### config.mk
export PLATFORM = sky130hd
export DESIGN_NAME = input_buffer_ctrl_flat
export DESIGN_NICKNAME = d
export VERILOG_FILES = /design/src/rtl/input_buffer_ctrl_pkg.sv /design/src/rtl/input_buffer_ctrl_if.sv /design/src/rtl/input_buffer_ctrl_rr_arbiter.sv /design/src/rtl/input_buffer_ctrl.sv /design/src/flat_wrapper.sv
export SDC_FILE = /design/constraint.sdc
export NUM_CORES = 1
export LEC_CHECK = 0
export CAP_MARGIN = 30
export CORE_UTILIZATION = 43
export CTS_BUF_LIST = sky130_fd_sc_hd__clkbuf_8 sky130_fd_sc_hd__clkbuf_16
export CTS_CLUSTER_DIAMETER = 100
export CTS_CLUSTER_SIZE = 20
export DETAILED_ROUTE_END_ITERATION = 12
export MAX_ROUTING_LAYER = met4
export PLACE_DENSITY = 0.82
export REMOVE_ABC_BUFFERS = 1
export SYNTH_ARGS = -nofsm -noshare
export SYNTH_HDL_FRONTEND = slang
export SYNTH_HIERARCHICAL = 1
export SYNTH_SLANG_ARGS = --single-unit
### constraint.sdc
create_clock -name clk -period 5.65 [get_ports clk]
set_clock_uncertainty 0.15 [all_clocks]
set_input_delay 0.8475 -clock clk [delete_from_list [all_inputs] [get_ports clk]]
set_output_delay 0.8475 -clock clk [all_outputs]
set_load 0.02 [all_outputs]
### src/rtl/input_buffer_ctrl_pkg.sv
// Shared constants and helpers for the input-buffer controller.
package inbuf_pkg;

    localparam int unsigned INBUF_DATA_WIDTH = 32;
    localparam int unsigned OBUF_DEPTH       = 2;

    function automatic int unsigned rr_next(input int unsigned idx, input int unsigned n);
        return (idx + 1 >= n) ? 0 : idx + 1;
    endfunction

endpackage

### src/rtl/input_buffer_ctrl_if.sv
// Producer, FIFO and drain-stream signals of the input-buffer controller.
interface input_buffer_ctrl_if #(
    parameter int unsigned DATA_WIDTH = inbuf_pkg::INBUF_DATA_WIDTH,
    parameter int unsigned NUM_REQ    = 4
) ();
    logic [NUM_REQ-1:0]            req_valid;
    logic [NUM_REQ*DATA_WIDTH-1:0] req_data;
    logic [NUM_REQ-1:0]            req_ready;
    logic                          fifo_wr_cs;
    logic                          fifo_wr_en;
    logic [DATA_WIDTH-1:0]         fifo_data_in;
    logic                          fifo_full;
    logic                          fifo_empty;
    logic                          fifo_rd_cs;
    logic                          fifo_rd_en;
    logic [DATA_WIDTH-1:0]         fifo_data_out;
    logic                          out_valid;
    logic [DATA_WIDTH-1:0]         out_data;
    logic                          out_ready;

    modport master (
        input  req_valid, req_data, fifo_full, fifo_empty, fifo_data_out, out_ready,
        output req_ready, fifo_wr_cs, fifo_wr_en, fifo_data_in, fifo_rd_cs, fifo_rd_en,
               out_valid, out_data
    );

    modport slave (
        output req_valid, req_data, fifo_full, fifo_empty, fifo_data_out, out_ready,
        input  req_ready, fifo_wr_cs, fifo_wr_en, fifo_data_in, fifo_rd_cs, fifo_rd_en,
               out_valid, out_data
    );
endinterface

### src/rtl/input_buffer_ctrl_rr_arbiter.sv
// Round-robin write arbiter owning rr_ptr.
// INBUF_CTRL_PRIO_EN: requester 0 wins outright and leaves rr_ptr untouched.
module rr_arbiter import inbuf_pkg::*; #(
    parameter int unsigned NUM_REQ   = 4,
    parameter int unsigned REQ_IDX_W = 2
) (
    input  logic                 clk,
    input  logic                 rst,
    input  logic [NUM_REQ-1:0]   req,
    input  logic                 en,
    output logic [NUM_REQ-1:0]   gnt,
    output logic [REQ_IDX_W-1:0] gnt_idx
);
    logic [REQ_IDX_W-1:0] rr_ptr;
    logic                 gnt_any;
    logic                 prio_hit;
    int unsigned          idx;

    always_comb begin
        gnt      = '0;
        gnt_idx  = '0;
        gnt_any  = 1'b0;
        prio_hit = 1'b0;
        idx      = 0;
`ifdef INBUF_CTRL_PRIO_EN
        if (en && req[0]) begin
            gnt[0]   = 1'b1;
            gnt_any  = 1'b1;
            prio_hit = 1'b1;
        end
`endif
        // With req[0] idle the full search naturally covers only 1..NUM_REQ-1
        for (int unsigned k = 0; k < NUM_REQ; k++) begin
            idx = (32'(rr_ptr) + k) % NUM_REQ;
            if (en && !gnt_any && req[idx]) begin
                gnt[idx] = 1'b1;
                gnt_idx  = REQ_IDX_W'(idx);
                gnt_any  = 1'b1;
            end
        end
    end

    always_ff @(posedge clk or negedge rst) begin
        if (!rst) begin
            rr_ptr <= '0;
        end else if (gnt_any && !prio_hit) begin
            rr_ptr <= REQ_IDX_W'(rr_next(32'(gnt_idx), NUM_REQ));
        end
    end
endmodule

### src/rtl/input_buffer_ctrl.sv
// Shares the input-buffer FIFO between producers and drains it through a 2-entry buffer.
// INBUF_CTRL_PRIO_EN selects strict priority for requester 0 (see rr_arbiter).
module input_buffer_ctrl import inbuf_pkg::*; #(
    parameter int unsigned DATA_WIDTH = INBUF_DATA_WIDTH,
    parameter int unsigned NUM_REQ    = 4,
    parameter int unsigned REQ_IDX_W  = 2
) (
    input  logic                clk,
    input  logic                rst,
    input_buffer_ctrl_if.master bus
);
    logic [NUM_REQ-1:0]    gnt;
    logic [REQ_IDX_W-1:0]  gnt_idx;
    logic                  wr_en;
    logic                  rd_en;
    logic                  pop;
    logic                  inflight;
    logic [1:0]            buf_cnt;
    logic [DATA_WIDTH-1:0] obuf0;
    logic [DATA_WIDTH-1:0] obuf1;

    rr_arbiter #(.NUM_REQ(NUM_REQ), .REQ_IDX_W(REQ_IDX_W)) u_arb (
        .clk     (clk),
        .rst     (rst),
        .req     (bus.req_valid),
        .en      (rst && !bus.fifo_full),
        .gnt     (gnt),
        .gnt_idx (gnt_idx)
    );

    assign wr_en            = |gnt;
    assign bus.req_ready    = gnt;
    assign bus.fifo_wr_cs   = wr_en;
    assign bus.fifo_wr_en   = wr_en;
    assign bus.fifo_data_in = wr_en ? bus.req_data[32'(gnt_idx)*DATA_WIDTH +: DATA_WIDTH] : '0;

    assign bus.out_valid = (buf_cnt != 2'd0);
    assign bus.out_data  = obuf0;
    assign pop           = bus.out_valid && bus.out_ready;

    // Reserve a slot for the word in flight; a pop this cycle frees one
    assign rd_en = rst && !bus.fifo_empty &&
                   (({1'b0, buf_cnt} + {2'b0, inflight}) < (3'(OBUF_DEPTH) + {2'b0, pop}));
    assign bus.fifo_rd_cs = rd_en;
    assign bus.fifo_rd_en = rd_en;

    always_ff @(posedge clk or negedge rst) begin
        if (!rst) begin
            inflight <= 1'b0;
            buf_cnt  <= '0;
            obuf0    <= '0;
            obuf1    <= '0;
        end else begin
            inflight <= rd_en;
            case ({inflight, pop})
                2'b11: begin
                    if (buf_cnt == 2'(OBUF_DEPTH)) begin
                        obuf0 <= obuf1;
                        obuf1 <= bus.fifo_data_out;
                    end else begin
                        obuf0 <= bus.fifo_data_out;
                    end
                end
                2'b01: begin
                    obuf0   <= obuf1;
                    buf_cnt <= buf_cnt - 2'd1;
                end
                2'b10: begin
                    if (buf_cnt == 2'd0) obuf0 <= bus.fifo_data_out;
                    else                 obuf1 <= bus.fifo_data_out;
                    buf_cnt <= buf_cnt + 2'd1;
                end
                default: ;
            endcase
        end
    end
endmodule

### src/flat_wrapper.sv
// flat-port wrapper written by rule: the top's interface ports become plain ports
module input_buffer_ctrl_flat import inbuf_pkg::*;
#(
    parameter int unsigned DATA_WIDTH = INBUF_DATA_WIDTH,
    parameter int unsigned NUM_REQ    = 4,
    parameter int unsigned REQ_IDX_W  = 2
)
  (clk, rst, bus_req_valid, bus_req_data, bus_fifo_full, bus_fifo_empty, bus_fifo_data_out, bus_out_ready, bus_req_ready, bus_fifo_wr_cs, bus_fifo_wr_en, bus_fifo_data_in, bus_fifo_rd_cs, bus_fifo_rd_en, bus_out_valid, bus_out_data);
  input_buffer_ctrl_if #(.DATA_WIDTH(DATA_WIDTH), .NUM_REQ(NUM_REQ)) bus_i ();
  input  logic clk;
  input  logic rst;
  input wire logic [$bits(bus_i.req_valid)-1:0] bus_req_valid;
  input wire logic [$bits(bus_i.req_data)-1:0] bus_req_data;
  input wire logic [$bits(bus_i.fifo_full)-1:0] bus_fifo_full;
  input wire logic [$bits(bus_i.fifo_empty)-1:0] bus_fifo_empty;
  input wire logic [$bits(bus_i.fifo_data_out)-1:0] bus_fifo_data_out;
  input wire logic [$bits(bus_i.out_ready)-1:0] bus_out_ready;
  output wire logic [$bits(bus_i.req_ready)-1:0] bus_req_ready;
  output wire logic [$bits(bus_i.fifo_wr_cs)-1:0] bus_fifo_wr_cs;
  output wire logic [$bits(bus_i.fifo_wr_en)-1:0] bus_fifo_wr_en;
  output wire logic [$bits(bus_i.fifo_data_in)-1:0] bus_fifo_data_in;
  output wire logic [$bits(bus_i.fifo_rd_cs)-1:0] bus_fifo_rd_cs;
  output wire logic [$bits(bus_i.fifo_rd_en)-1:0] bus_fifo_rd_en;
  output wire logic [$bits(bus_i.out_valid)-1:0] bus_out_valid;
  output wire logic [$bits(bus_i.out_data)-1:0] bus_out_data;
  assign bus_i.req_valid = bus_req_valid;
  assign bus_i.req_data = bus_req_data;
  assign bus_i.fifo_full = bus_fifo_full;
  assign bus_i.fifo_empty = bus_fifo_empty;
  assign bus_i.fifo_data_out = bus_fifo_data_out;
  assign bus_i.out_ready = bus_out_ready;
  assign bus_req_ready = bus_i.req_ready;
  assign bus_fifo_wr_cs = bus_i.fifo_wr_cs;
  assign bus_fifo_wr_en = bus_i.fifo_wr_en;
  assign bus_fifo_data_in = bus_i.fifo_data_in;
  assign bus_fifo_rd_cs = bus_i.fifo_rd_cs;
  assign bus_fifo_rd_en = bus_i.fifo_rd_en;
  assign bus_out_valid = bus_i.out_valid;
  assign bus_out_data = bus_i.out_data;
  input_buffer_ctrl #(.DATA_WIDTH(DATA_WIDTH), .NUM_REQ(NUM_REQ), .REQ_IDX_W(REQ_IDX_W)) u_core (.clk(clk), .rst(rst), .bus(bus_i));
endmodule
### Word-level counts from Yosys, hierarchy flattened

Cells that the tools add are included.

| cells by class | value |
|---|---|
| magnitude comparators | 10 |
| shift-type cells | 1 |
| bitwise operators | 3 |
| equal/unequal tests | 7 |
| muxes and demuxes | 37 |
| reductions and logical operators | 28 |
| add/subtract/negate cells | 8 |

Operators with widths:

| kind | number |
|---|---|
| two-way mux 32 bit | 5 |
| variable part select 128 x 8 -> 32 bit | 1 |
| case mux 32 bit (3 select lines) | 1 |
| case mux 32 bit (2 select lines) | 1 |
| two-way mux 4 bit | 4 |
| logical AND 1 bit | 15 |
| less-than comparator 2 x 3 -> 1 bit, second input constant | 4 |
| two-way mux 1 bit | 12 |
| bitwise OR 4 bit | 3 |
| two-way mux 2 bit | 5 |
| binary-select mux 1 bit (select 2 bit) | 4 |
| demux 1 bit (select 2 bit) | 4 |
| greater-or-equal comparator 2 x 1 -> 1 bit, second input constant | 4 |
| == test 2 bit, second input constant | 3 |
| nonzero test 2 bit | 3 |
| zero test 1 bit | 5 |
| adder 2 x 1 -> 2 bit, second input constant | 2 |
| adder 2 bit, second input constant | 2 |
| != test 2 x 1 -> 1 bit, second input constant | 2 |
| case mux 2 bit (2 select lines) | 1 |
| OR reduction 4 bit | 1 |
| adder 2 x 1 -> 3 bit | 1 |
| adder 2 x 1 -> 3 bit, first input constant | 1 |
| adder 2 x 1 -> 3 bit, second input constant | 1 |
| 9 further kinds | 9 |

| word-level totals | value |
|---|---|
| output and inout bits | 73 |
| bits in registers | 69 |
| word-level logic and storage cells | 99 |
| input port bits | 169 |

### Depth between registers and ports, before layout

| logic depth | value |
|---|---|
| word-level depth | 19 |
| gate-level depth with buffers | 13 |
| depth with buffers taken out | 10 |

### By module

Netlist, hierarchy kept.

By module, submodules not included:

| module | seq. area each (um^2) | times used | cells an instance | area each (um^2) |
|---|---|---|---|---|
| input_buffer_ctrl | 1,676.6 | 1 | 399 | 4,735.8 |
| rr_arbiter | 50.0 | 1 | 73 | 698.2 |

### Least setup slack after synthesis

No wires, ideal clock.

| path | value |
|---|---|
| kind | register to output |
| start point | register u_core.u_arb.rr_ptr[0] |
| end point | output bus_fifo_wr_en |
| arrival | 3.525 ns |
| path buffers | 5 |
| slack | 1.127 ns |
| data required time | 4.653 ns |
| cell stages (with the launch flop) | 13 |
| cell sequence | dfrtp_1 buf_6 clkbuf_8 inv_1 ha_1 clkbuf_8 mux4_2 nor4b_4 a221o_2 nor4_1 clkbuf_1 inv_1 buf_4 |

| between the ends | value |
|---|---|
| longest elaborated chain between the ends | 17 |
| elaborated cells between the ends (all ways) | 52 |
| those cells by class | 3 x add/sub; 8 x order compare; 23 x mux; 3 x bitwise; 15 x reduce/logical |

RTL lines:

| element | RTL line | RTL |
|---|---|---|
| from (decl) | input_buffer_ctrl_rr_arbiter.sv:14 | `logic [REQ_IDX_W-1:0] rr_ptr;` |
| from (signal assigned) | input_buffer_ctrl_rr_arbiter.sv:47 | `rr_ptr <= REQ_IDX_W'(rr_next(32'(gnt_idx), NUM_REQ));` |
| parallel branches: the longest is 15 deep, another holds less-than comparator 2 x 3 -> 1 bit | -- |  |
| two-way mux 4 bit * | input_buffer_ctrl_rr_arbiter.sv:35 | `if (en && !gnt_any && req[idx]) begin` |
| named net bus_req_ready[1] | flat_wrapper.sv:18 | `output wire logic [$bits(bus_i.req_ready)-1:0] bus_req_ready;` |
| OR reduction 4 bit * | input_buffer_ctrl.sv:31 | `assign wr_en = \|gnt;` |
| to (decl) | flat_wrapper.sv:20 | `output wire logic [$bits(bus_i.fifo_wr_en)-1:0] bus_fifo_wr_en;` |

Mark *: on every way through the listed nets, which the timed path passes. The select of a mux whose other input is x is not followed.

### Worst setup path in the final report

| path | value |
|---|---|
| start point | register u_core.u_arb.rr_ptr[1] |
| end point | output bus_fifo_data_in[1] |

| between the ends | value |
|---|---|
| longest elaborated chain between the ends | 18 |
| elaborated cells between the ends (all ways) | 58 |
| those cells by class | 3 x add/sub; 8 x order compare; 1 x shift; 28 x mux; 3 x bitwise; 15 x reduce/logical |

RTL lines:

| element | RTL line | RTL |
|---|---|---|
| binary-select mux 1 bit (select 2 bit) | input_buffer_ctrl_rr_arbiter.sv:35 |  |
| two-way mux 1 bit (not written as such) | input_buffer_ctrl_rr_arbiter.sv:35 |  |
| logical AND 1 bit | input_buffer_ctrl_rr_arbiter.sv:35 |  |
| two-way mux 1 bit | input_buffer_ctrl_rr_arbiter.sv:35 |  |
| zero test 1 bit | input_buffer_ctrl_rr_arbiter.sv:35 |  |
| logical AND 1 bit (2 in series) | input_buffer_ctrl_rr_arbiter.sv:35 |  |
| two-way mux 1 bit | input_buffer_ctrl_rr_arbiter.sv:35 |  |
| zero test 1 bit | input_buffer_ctrl_rr_arbiter.sv:35 |  |
| logical AND 1 bit (2 in series) | input_buffer_ctrl_rr_arbiter.sv:35 |  |
| two-way mux 1 bit | input_buffer_ctrl_rr_arbiter.sv:35 |  |
| zero test 1 bit | input_buffer_ctrl_rr_arbiter.sv:35 |  |
| logical AND 1 bit (2 in series) | input_buffer_ctrl_rr_arbiter.sv:35 |  |
| two-way mux 2 bit * | input_buffer_ctrl_rr_arbiter.sv:35 |  |
| named net u_core.gnt_idx[0] | input_buffer_ctrl.sv:13 | `logic [REQ_IDX_W-1:0] gnt_idx;` |
| variable part select 128 x 8 -> 32 bit * | input_buffer_ctrl.sv:35 | `assign bus.fifo_data_in = wr_en ? bus.req_data[32'(gnt_idx)*DATA_WIDTH +: DATA_WIDTH] : '0;` |
| two-way mux 32 bit * | input_buffer_ctrl.sv:35 |  |
| to (decl) | flat_wrapper.sv:21 | `output wire logic [$bits(bus_i.fifo_data_in)-1:0] bus_fifo_data_in;` |

The timed path passes the listed nets; every way through them passes the cells marked *. The select of a mux whose other input is x is not followed.

==> results by group <==
Clock tree
  • CTS tree: done
  • Total CTS buffers: 9
  • H-tree depth: 3
  • CTS Hold Bufs: 0
  • Setup Buffers After CTS: 0
  • Worst-path clk slew: 0.06 ns
  • CTS root buf: clkbuf_16
  • CTS sink count: 69
  • Skew-Pair Late Insertion Delay: 0.33 ns
  • CTS Buffer Depth: 2

Run
  • Max Cap Viol: 0

Drt
  • Antenna-violating nets left: 0
  • Vias per std cell: 6.223
  • Drt first pass iters: 5
  • Max layer used: met4
  • DR WL/cell: 24.60 um
  • Post-Route M1 WL: 7789 um
  • Starting DRC count in detailed routing: 494
  • Via count: 5,333
  • Drt total wl: 21,080 um
  • Met2 WL: 11,120 um
  • WL met3: 1670 um
  • DRC viols: 0

Place
  • GPL Wtd Cong: 0.9731
  • DP HPWL: 15,520 um
  • IO buf count: 241

Setup path
  • WP data required: 4.65 ns
  • Delay-heaviest family, CP: buffers and inverters
  • CP Class: flop to primary output
  • Maximum fanout along the worst path: 33
  • Largest stage delay, worst path: 0.59 ns
  • Cell mode on critical path: mux4_2
  • Critical-path cell list: inv_1 -> ha_1 -> mux4_2 -> nor4b_4 -> a22o_2 -> buf_12 -> mux4_2 -> nor2b_1 -> clkdlybuf4s50_1
  • Worst path bufs/invs: 3
  • Setup crit end kind: primary output
  • Slowest-stage cell, CP: dfrtp_1
  • Worst EP arrival: 4.23 ns
  • Crit start category: flop

Synthesis
  • Register area share after synthesis: 31.78%
  • Yosys top cell by area: dfrtp_1
  • Post-Synthesis Cells: 472
  • Main synth FF type: dfrtp_1
  • Top post-synthesis cells by area: dfrtp_1 (32%), mux4_2 (15%), o31ai_2 (6.9%)
  • Fraction of registers with async set/reset: 100.0%
  • Mapped Area: 0.005434 mm^2
  • Ys Warns: 6
  • Top-area cell type share of the netlist area: 31.78%
  • Post-synth EDFFs: 0
  • Mapped Avg Cell Area: 11.51 um^2
  • Yosys cell types: 49
  • Synth Register Bits: 69

Min path
  • Hold Crit Class: flop to flop

Cells and area
  • # nets final: 860
  • Share of layout cells above drive strength 1: 20.88%
  • Layout fillers: 949
  • Most frequent cells in the layout: clkdlybuf4s50_1 (235), dfrtp_1 (68), mux4_2 (36)
  • Synth-to-layout area growth: 50.49%
  • Utilization after layout: 67.24%
  • Commonest non-fill, non-tap cell in the layout: clkdlybuf4s50_1

Global route
  • Initial antenna violation count: 3
  • Vias in the first global route: 5,322
  • Largest net degree at the start of global routing: 70
  • GR Util All Layers: 33.51%
  • Total grt overflow: 0
  • Global-route wire length before repair: 31,660 um

Power
  • Lkg Pwr: 0.003182 uW
  • Worst IR Drop VDD: 489.1 uV
  • PwrDens: 525.1 mW/mm^2

Timing
  • Unrepaired setup endpoints after global routing: no
  • Max-slew violations: 0
  • Fin crit share: 92.48%
  • Fin. Hold Viols: 0
  • # setup viols final: 0
  • Final min period: 5.225 ns
  • Worst slew margin: 32.33%
  • Slew @ Worst Pin: 1.015 ns
  • Hold Slack: 0.3628 ns
  • Fmax: 191.4 MHz
  • Total Neg Setup Slack: 0 ns

Die
  • Io pins: 242
  • Core Box Area: 0.01216 mm^2
  • Die ar.: 0.01309 mm^2
  • FP Rows: 40
  • Initial Utilization: 44.68%
  • Die width: 114.4 um
  • Die height: 114.4 um

Status
  • Status: finished, final reports clean
==> worst paths after layout <==
kind,start,to,slack (ns),cells after the start
worst max-delay path,u_core/u_arb/rr_ptr[1]$_DFFE_PN0P_,bus_fifo_data_in[1],0.42,9
worst min-delay path,u_core/bus.out_data[25]$_DFFE_PN0P_,u_core/bus.out_data[25]$_DFFE_PN0P_,0.36,2
worst max register to register,u_core/u_arb/rr_ptr[1]$_DFFE_PN0P_,u_core/u_arb/rr_ptr[0]$_DFFE_PN0P_,1.98,10
worst min register to register,u_core/bus.out_data[25]$_DFFE_PN0P_,u_core/bus.out_data[25]$_DFFE_PN0P_,0.36,2
max in group asynchronous,rst,u_core/u_arb/rr_ptr[0]$_DFFE_PN0P_,3.98,2
min in group asynchronous,rst,u_core/bus.out_data[3]$_DFFE_PN0P_,0.74,2
==> cells in the mapped netlist, types with 6 or more instances <==
cell,n
dfrtp_1,69
mux4_2,36
nand3_1,35
clkbuf_1,34
nor2b_1,34
a211oi_1,32
a221oi_1,32
and3b_1,32
o31ai_2,30
mux2_2,28
ha_1,10
inv_1,10
buf_2,7
buf_6,6
mux2_1,6
==> stage by stage <==
step	setup slack (ns)	area [um^2]	cells	total power, uW
after global routing	0.1758	8175	856	4521
after detailed placement	0.4564	7846	837	3687
after CTS	0.2206	8147	852	4271
final	0.4248	8178	857	4294
after floorplan	-0.9389	5084	413	2581
after global placement	0.5359	7819	836	3575
==> kinds of logic after synthesis <==
group / Yosys count / synth area share, %
and+or+nand+nor: 125 / 15.17
AOI/OAI and AO/OA: 122 / 20.42
muxes: 74 / 22.70
buffers and inverters: 69 / 7.138
DFF: 69 / 31.78
adders and majority gates: 10 / 2.303
xor gates and xnor gates: 3 / 0.4836
==> worst min-delay path, stage by stage (launching register included) <==
cell and delay (ns):
dfrtp_1 0.34, nand3_1 0.08, o31ai_2 0.06
==> power breakdown <==
part           switching (uW)  total, uW  internal (uW)
Sequential                204        947            743
Combinational            1450       2780           1330
Clock                     208        569            361
Total                    1860       4290           2430
==> layout make-up <==
cell class | instances | area [um^2] | share of cell area, %
antenna | 4 | 10.01 | 0.1224
clock buffer | 11 | 252.7 | 3.091
clock inverter | 4 | 47.55 | 0.5814
inverter | 10 | 37.54 | 0.4590
multi-input combinational | 334 | 3332 | 40.74
sequential | 69 | 1728 | 21.13
tap | 168 | 210.2 | 2.570
timing repair buffer | 257 | 2560 | 31.30
==> repair_timing <==
action,in CTS,in global routing
setup endpoints to repair,0,27
hold endpoints to repair,0,0
resized for setup,0,1
==> per-layer routing <==
metal  track usage [%]  vias to the layer above
li1                  -                     2296
met1             39.79                     2672
met2             57.45                      326
met3             6.141                       39
met4             11.08                        0
met5                 -                        -
==> registers in the layout, indices dropped and copies added, names as in the netlist <==
name,cells
u_core/inflight,1
u_core/bus.out_data,32
u_core/u_arb/rr_ptr,2
u_core/buf_cnt,2
u_core/obuf1,32
Power figures use the tool's default switching activity.
